## src/rtl/mmu_walk_arbiter_pkg.sv

```systemverilog
// Shared types for the MMU walk arbiter: the one-hot arbiter state, the
// requester identity used for round-robin bookkeeping, and the grant-pick
// helper used in the IDLE state.
package mmu_walk_arbiter_pkg;

  typedef enum logic [3:0] {
    IDLE    = 4'b0001,
    GRANT_I = 4'b0010,
    GRANT_D = 4'b0100,
    RECOVER = 4'b1000
  } mmu_arb_state_t;

  typedef enum logic {
    INSTR = 1'b0,
    DATA  = 1'b1
  } tlb_requester_t;

  // Returns 1 when the data side should win. Only meaningful when at least
  // one side is eligible; the caller gates on that.
  function automatic logic pick_data(
    input logic           i_el,
    input logic           d_el,
    input tlb_requester_t last,
    input logic           fixed_data
  );
    if (!i_el)     return d_el;
    if (!d_el)     return 1'b0;
    if (fixed_data) return 1'b1;
    return (last == INSTR);
  endfunction

endpackage

```

## src/rtl/mmu_walk_arbiter_if.sv

```systemverilog
// Bundle of the TLB-side and MMU-side walk signals around the arbiter.
//   master : arbiter view (drives MMU request fields and TLB result pulses)
//   slave  : environment view (TLBs + MMU)
interface mmu_walk_arbiter_if #(
  parameter int unsigned VA_W  = 32,
  parameter int unsigned UPA_W = 20
);
  logic              itlb_request;
  logic [VA_W-1:0]   itlb_virtual_address;
  logic              itlb_abort;
  logic              itlb_write_entry;
  logic              itlb_is_fault;

  logic              dtlb_request;
  logic [VA_W-1:0]   dtlb_virtual_address;
  logic              dtlb_rnw;
  logic              dtlb_abort;
  logic              dtlb_write_entry;
  logic              dtlb_is_fault;

  logic [UPA_W-1:0]  tlb_upper_physical_address;

  logic              mmu_request;
  logic [VA_W-1:0]   mmu_virtual_address;
  logic              mmu_execute;
  logic              mmu_rnw;
  logic              mmu_abort;
  logic              mmu_write_entry;
  logic              mmu_is_fault;
  logic [UPA_W-1:0]  mmu_upper_physical_address;

  modport master (
    input  itlb_request, itlb_virtual_address, itlb_abort,
    output itlb_write_entry, itlb_is_fault,
    input  dtlb_request, dtlb_virtual_address, dtlb_rnw, dtlb_abort,
    output dtlb_write_entry, dtlb_is_fault,
    output tlb_upper_physical_address,
    output mmu_request, mmu_virtual_address, mmu_execute, mmu_rnw, mmu_abort,
    input  mmu_write_entry, mmu_is_fault, mmu_upper_physical_address
  );

  modport slave (
    output itlb_request, itlb_virtual_address, itlb_abort,
    input  itlb_write_entry, itlb_is_fault,
    output dtlb_request, dtlb_virtual_address, dtlb_rnw, dtlb_abort,
    input  dtlb_write_entry, dtlb_is_fault,
    input  tlb_upper_physical_address,
    input  mmu_request, mmu_virtual_address, mmu_execute, mmu_rnw, mmu_abort,
    output mmu_write_entry, mmu_is_fault, mmu_upper_physical_address
  );

endinterface

```

## src/rtl/mmu_walk_arbiter.sv

```systemverilog
// Arbitrates the single page-table-walk MMU between the instruction and data
// TLBs. One miss is granted at a time; its address/execute/rnw are latched and
// held on the MMU side until the walk completes or is aborted, and the result
// pulse is routed back to the owning TLB only.
// Ports:
//   clk   - clock
//   rst_n - asynchronous active-low reset
//   bus   - mmu_walk_arbiter_if.master (TLB requests/results, MMU request/result)
module mmu_walk_arbiter
  import mmu_walk_arbiter_pkg::*;
#(
  parameter int          FIXED_DATA_PRIORITY = 0,
  parameter int unsigned VA_W                = 32,
  parameter int unsigned UPA_W               = 20
) (
  input logic               clk,
  input logic               rst_n,
  mmu_walk_arbiter_if.master bus
);

  mmu_arb_state_t  state_q, state_d;
  tlb_requester_t  last_q, last_d;
  logic [VA_W-1:0] addr_q, addr_d;
  logic            exec_q, exec_d;
  logic            rnw_q, rnw_d;

  logic i_el, d_el;
  logic done;

  assign i_el = bus.itlb_request & ~bus.itlb_abort;
  assign d_el = bus.dtlb_request & ~bus.dtlb_abort;
  assign done = bus.mmu_write_entry | bus.mmu_is_fault;

  assign bus.tlb_upper_physical_address = bus.mmu_upper_physical_address;
  assign bus.mmu_request         = (state_q == GRANT_I) || (state_q == GRANT_D);
  assign bus.mmu_virtual_address = addr_q;
  assign bus.mmu_execute         = exec_q;
  assign bus.mmu_rnw             = rnw_q;

  always_ff @(posedge clk or negedge rst_n) begin
    if (!rst_n) begin
      state_q <= IDLE;
      last_q  <= INSTR;
      addr_q  <= '0;
      exec_q  <= 1'b0;
      rnw_q   <= 1'b0;
    end else begin
      state_q <= state_d;
      last_q  <= last_d;
      addr_q  <= addr_d;
      exec_q  <= exec_d;
      rnw_q   <= rnw_d;
    end
  end

  always_comb begin
    state_d              = state_q;
    last_d               = last_q;
    addr_d               = addr_q;
    exec_d               = exec_q;
    rnw_d                = rnw_q;
    bus.mmu_abort        = 1'b0;
    bus.itlb_write_entry = 1'b0;
    bus.itlb_is_fault    = 1'b0;
    bus.dtlb_write_entry = 1'b0;
    bus.dtlb_is_fault    = 1'b0;

    unique case (state_q)
      IDLE: begin
        if (i_el || d_el) begin
          if (pick_data(i_el, d_el, last_q, FIXED_DATA_PRIORITY != 0)) begin
            state_d = GRANT_D;
            last_d  = DATA;
            addr_d  = bus.dtlb_virtual_address;
            exec_d  = 1'b0;
            rnw_d   = bus.dtlb_rnw;
          end else begin
            state_d = GRANT_I;
            last_d  = INSTR;
            addr_d  = bus.itlb_virtual_address;
            exec_d  = 1'b1;
            rnw_d   = 1'b1;
          end
        end
      end
      // Abort is checked first so a coincident completion is never forwarded.
      GRANT_I: begin
        if (bus.itlb_abort || !bus.itlb_request) begin
          bus.mmu_abort = 1'b1;
          state_d       = RECOVER;
        end else if (done) begin
          bus.itlb_write_entry = bus.mmu_write_entry;
          bus.itlb_is_fault    = bus.mmu_is_fault;
          state_d              = IDLE;
        end
      end
      GRANT_D: begin
        if (bus.dtlb_abort || !bus.dtlb_request) begin
          bus.mmu_abort = 1'b1;
          state_d       = RECOVER;
        end else if (done) begin
          bus.dtlb_write_entry = bus.mmu_write_entry;
          bus.dtlb_is_fault    = bus.mmu_is_fault;
          state_d              = IDLE;
        end
      end
      RECOVER: state_d = IDLE;
      default: state_d = IDLE;
    endcase
  end

  // A completion outside a grant means the MMU and arbiter disagree on
  // ownership; it is dropped in hardware and flagged in simulation.
  always_ff @(posedge clk) begin
    if (rst_n && (state_q == IDLE || state_q == RECOVER)) begin
      assert (!done) else $error("mmu completion pulse with no walk granted");
    end
  end

endmodule
```

## src/flat_wrapper.sv

```systemverilog
// flat-port wrapper written by rule: the top's interface ports become plain ports
module mmu_walk_arbiter_flat import mmu_walk_arbiter_pkg::*;
#(
  parameter int          FIXED_DATA_PRIORITY = 0,
  parameter int unsigned VA_W                = 32,
  parameter int unsigned UPA_W               = 20
)
  (clk, rst_n, bus_itlb_request, bus_itlb_virtual_address, bus_itlb_abort, bus_itlb_write_entry, bus_itlb_is_fault, bus_dtlb_request, bus_dtlb_virtual_address, bus_dtlb_rnw, bus_dtlb_abort, bus_dtlb_write_entry, bus_dtlb_is_fault, bus_tlb_upper_physical_address, bus_mmu_request, bus_mmu_virtual_address, bus_mmu_execute, bus_mmu_rnw, bus_mmu_abort, bus_mmu_write_entry, bus_mmu_is_fault, bus_mmu_upper_physical_address);
  mmu_walk_arbiter_if #(.VA_W(VA_W), .UPA_W(UPA_W)) bus_i ();
  input logic clk;
  input logic rst_n;
  input wire logic [$bits(bus_i.itlb_request)-1:0] bus_itlb_request;
  input wire logic [$bits(bus_i.itlb_virtual_address)-1:0] bus_itlb_virtual_address;
  input wire logic [$bits(bus_i.itlb_abort)-1:0] bus_itlb_abort;
  output wire logic [$bits(bus_i.itlb_write_entry)-1:0] bus_itlb_write_entry;
  output wire logic [$bits(bus_i.itlb_is_fault)-1:0] bus_itlb_is_fault;
  input wire logic [$bits(bus_i.dtlb_request)-1:0] bus_dtlb_request;
  input wire logic [$bits(bus_i.dtlb_virtual_address)-1:0] bus_dtlb_virtual_address;
  input wire logic [$bits(bus_i.dtlb_rnw)-1:0] bus_dtlb_rnw;
  input wire logic [$bits(bus_i.dtlb_abort)-1:0] bus_dtlb_abort;
  output wire logic [$bits(bus_i.dtlb_write_entry)-1:0] bus_dtlb_write_entry;
  output wire logic [$bits(bus_i.dtlb_is_fault)-1:0] bus_dtlb_is_fault;
  output wire logic [$bits(bus_i.tlb_upper_physical_address)-1:0] bus_tlb_upper_physical_address;
  output wire logic [$bits(bus_i.mmu_request)-1:0] bus_mmu_request;
  output wire logic [$bits(bus_i.mmu_virtual_address)-1:0] bus_mmu_virtual_address;
  output wire logic [$bits(bus_i.mmu_execute)-1:0] bus_mmu_execute;
  output wire logic [$bits(bus_i.mmu_rnw)-1:0] bus_mmu_rnw;
  output wire logic [$bits(bus_i.mmu_abort)-1:0] bus_mmu_abort;
  input wire logic [$bits(bus_i.mmu_write_entry)-1:0] bus_mmu_write_entry;
  input wire logic [$bits(bus_i.mmu_is_fault)-1:0] bus_mmu_is_fault;
  input wire logic [$bits(bus_i.mmu_upper_physical_address)-1:0] bus_mmu_upper_physical_address;
  assign bus_i.itlb_request = bus_itlb_request;
  assign bus_i.itlb_virtual_address = bus_itlb_virtual_address;
  assign bus_i.itlb_abort = bus_itlb_abort;
  assign bus_itlb_write_entry = bus_i.itlb_write_entry;
  assign bus_itlb_is_fault = bus_i.itlb_is_fault;
  assign bus_i.dtlb_request = bus_dtlb_request;
  assign bus_i.dtlb_virtual_address = bus_dtlb_virtual_address;
  assign bus_i.dtlb_rnw = bus_dtlb_rnw;
  assign bus_i.dtlb_abort = bus_dtlb_abort;
  assign bus_dtlb_write_entry = bus_i.dtlb_write_entry;
  assign bus_dtlb_is_fault = bus_i.dtlb_is_fault;
  assign bus_tlb_upper_physical_address = bus_i.tlb_upper_physical_address;
  assign bus_mmu_request = bus_i.mmu_request;
  assign bus_mmu_virtual_address = bus_i.mmu_virtual_address;
  assign bus_mmu_execute = bus_i.mmu_execute;
  assign bus_mmu_rnw = bus_i.mmu_rnw;
  assign bus_mmu_abort = bus_i.mmu_abort;
  assign bus_i.mmu_write_entry = bus_mmu_write_entry;
  assign bus_i.mmu_is_fault = bus_mmu_is_fault;
  assign bus_i.mmu_upper_physical_address = bus_mmu_upper_physical_address;
  mmu_walk_arbiter #(.FIXED_DATA_PRIORITY(FIXED_DATA_PRIORITY), .VA_W(VA_W), .UPA_W(UPA_W)) u_core (.clk(clk), .rst_n(rst_n), .bus(bus_i));
endmodule
```

## config.mk

```make
export PLATFORM = sky130hd
export DESIGN_NAME = mmu_walk_arbiter_flat
export DESIGN_NICKNAME = d
export VERILOG_FILES = /design/src/rtl/mmu_walk_arbiter_pkg.sv /design/src/rtl/mmu_walk_arbiter_if.sv /design/src/rtl/mmu_walk_arbiter.sv /design/src/flat_wrapper.sv
export SDC_FILE = /design/constraint.sdc
export NUM_CORES = 1
export LEC_CHECK = 0
export ABC_AREA = 1
export BUFFER_PORTS_ARGS = -buffer_cell sky130_fd_sc_hd__buf_2
export CAP_MARGIN = 20
export CORE_ASPECT_RATIO = 1.4
export CORE_UTILIZATION = 42
export DETAILED_ROUTE_END_ITERATION = 16
export PLACE_DENSITY_LB_ADDON = 0.15
export SKIP_CTS_REPAIR_TIMING = 1
export SLEW_MARGIN = 20
export SYNTH_ARGS = -nofsm -noshare
export SYNTH_HDL_FRONTEND = slang
export SYNTH_SLANG_ARGS = --single-unit
```

## constraint.sdc

```tcl
create_clock -name clk -period 1.8 [get_ports clk]
set_clock_uncertainty 0.15 [all_clocks]
set_input_delay 0.27 -clock clk [delete_from_list [all_inputs] [get_ports clk]]
set_output_delay 0.27 -clock clk [all_outputs]
set_load 0.01 [all_outputs]
```

==> flow_summary.toml <==
[timing]
fmax_mhz = 584
worst_pin_slew_ps = 473
tns_ps = 0
final-setup-viol-count = 0
fin_crit_sh = 0.951
hold_viol = 0
slew_headroom = 0.684
finalCriticalPeriod_ps = 1710
report.final.slew_viol_count = 0

[global_routing]
grt_pass1_vias = 1926
grt_antenna_before_repair = 0
grt_pass1_wl_um = 8690
grt_overflow_total = 0
grt_max_degree = 38
grt_use_total = 0.200

[finish]
nFillCells = 547
register_area_um2 = 977
layout_common_cells = "nand2_1 (187), buf_2 (112), dfrtp_1 (38)"
final_core_util = 0.555
final_area_mm2 = 0.00286
layout_commonest_cell = "nand2_1"
multi_input_area_mm2 = 0.00100
antenna_cells = 0
drive_gt1_frac = 0.340
num-nets-final = 513
areaGrowthSynthToFinish_pct = 27.6

[logic_synthesis]
synth.distinct_cells = 19
avgSynthCellArea_um2 = 6.84
ys_seq_elements = 39
syn_area_mm2 = 0.00224
yosysSeqAreaShare = 0.436
syn-num-nets = 421
ys_warn_count = 0
netlist_instances = 328

[power]
swShare = 0.392
intPower_w = 0.00227
peakVddDrop_mv = 0.542
combPwrFrac = 0.433
power_density_mw_per_mm2 = 1300
seqPwrFrac = 0.396
clkPwrFrac = 0.171
p_leak_nw = 1.79
p_sw_w = 0.00146
p_total_w = 0.00373

[run]
drv_cap = 0

[drt]
routed_wl_um = 5450
ant_nets = 0
first_pass_iters = 4
routedWlPerCell_um = 11.2
dr.first_iter.drc_count = 153
vias_per_cell = 4.63
vias = 2256
drc = 0

[status]
status = "complete, no violations"

[floorplan]
rows = 31
die-area_mm2 = 0.00564
core_mm2 = 0.00516
fp.dieH_um = 88.5
start_util = 0.435
die_w_um = 63.8
ios = 153

[worst_hold_path]
hold_path_class = "input port to flip-flop"
hold_end = "u_core.bus.mmu_rnw$_DFFE_PN0P_"
holdPathStages = 3
hp-start = "bus_dtlb_rnw"

[clocking]
cts.path.max_buffers = 2
cts-buffers-inserted = 5
path_clk_slew_ps = 70
cts_sinks = 39
clk_latency_ps = 280
cts_tree = "built"
htreeDepth = 2
cts_root_buf = "clkbuf_8"

[worst_setup_path]
worst_setup_path_end_kind = "output pin"
cp-start-kind = "flip-flop"
arrival_ps = 1290
r2r-end = "u_core.bus.mmu_rnw$_DFFE_PN0P_"
r2r_cells = 6
path_class = "flip-flop to output pin"
r2r_slack_ps = 240
critPathRequiredTime_ps = 1380
critPathMaxFanout = 4
worstReg2RegStart = "u_core.state_q[0]$_DFFE_PN1P_"

[place]
post_dp_cell_area_mm2 = 0.00272
post-dp-hpwl_um = 4050
place_congestion = 0.810
io_buffers = 112
[through the flow]
| step | worst slack (ps) | std cells | hold slack, ps |
|---|---|---|---|
| floorplan | 361 | 328 | -176 |
| global placement | 293 | 478 | 105 |
| detailed placement | 254 | 478 | 101 |
| CTS | -30.8 | 486 | -208 |
| global route | -3.35 | 487 | 114 |
| finish | 88.6 | 487 | 102 |
[worst max-delay path, stage by stage, from the launching register on]
cell	delay [ps]
dfrtp_1	360
inv_1	100
nand2_4	80
nor2_4	160
nand2_2	80
nor2_1	90
buf_2	140
[flip-flops by register name, summed over array words and instances, names as in the netlist]
name / flops
u_core.bus.mmu_rnw: 1
u_core.bus.mmu_execute: 1
u_core.state_q: 4
u_core.bus.mmu_virtual_address: 32
u_core.last_q: 1
[Yosys cell counts]
cell type	count	area [um2]
buf_4	21	158
nand2_1	190	713
o21ai_0	1	5.00
nor2_2	1	6.26
nand2_2	1	6.26
clkbuf_1	2	7.51
nor2_1	10	37.5
nand3_1	33	165
nand3_2	1	10.0
dfstp_2	1	26.3
inv_1	9	33.8
inv_2	3	11.3
buf_6	3	33.8
a21oi_1	1	5.00
nor2_4	1	11.3
dfrtp_1	38	951
buf_2	10	50.1
nand4_1	1	6.26
nor3_1	1	5.00
[kinds of logic after synthesis]
| group | count (synthesis) | share of synthesized area |
|---|---|---|
| AOI/OAI and AO/OA | 2 | 0.00446 |
| and+or+nand+nor | 239 | 0.429 |
| DFF | 39 | 0.436 |
| buffers and inverters | 48 | 0.131 |
[cell type report]
class	count	share of cell area
clock buffers	8	0.0350
multi-input cells	241	0.350
flip-flops and latches	39	0.341
inverters	12	0.0157
repair buffers	121	0.229
well taps	66	0.0289
[layer usage]
layer  GRT usage  vias up  share of wire
met5           0        -              0
met4      0.0806        0          0.013
met3      0.0503        6          0.052
met2       0.352       72           0.52
met1       0.231     1015           0.42
li1            -     1163              -
[power groups by stage]
stage	registers [W]	clock network (W)	logic, W
final	0.00148	0.000637	0.00162
after CTS	0.00147	0.000653	0.00160
after detailed placement	0.00149	0	0.00160
after global routing	0.00152	0.000698	0.00183
after floorplan	0.00165	0	0.000843
after global placement	0.00149	0	0.00157
[worst max path at each step]
| stage | end | cells past startpoint | from |
|---|---|---|---|
| final | bus_dtlb_write_entry | 6 | u_core.state_q[3]$_DFFE_PN0P_ |
| after global routing | bus_itlb_write_entry | 6 | u_core.state_q[2]$_DFFE_PN0P_ |
| after CTS | bus_dtlb_is_fault | 6 | u_core.state_q[1]$_DFFE_PN0P_ |
| after detailed placement | u_core.bus.mmu_rnw$_DFFE_PN0P_ | 6 | u_core.state_q[0]$_DFFE_PN1P_ |
| after global placement | u_core.bus.mmu_rnw$_DFFE_PN0P_ | 6 | u_core.state_q[0]$_DFFE_PN1P_ |
| after floorplan | u_core.bus.mmu_execute$_DFFE_PN0P_ | 7 | u_core.state_q[0]$_DFFE_PN1P_ |
Note: power is estimated with default switching activity, not from simulation.
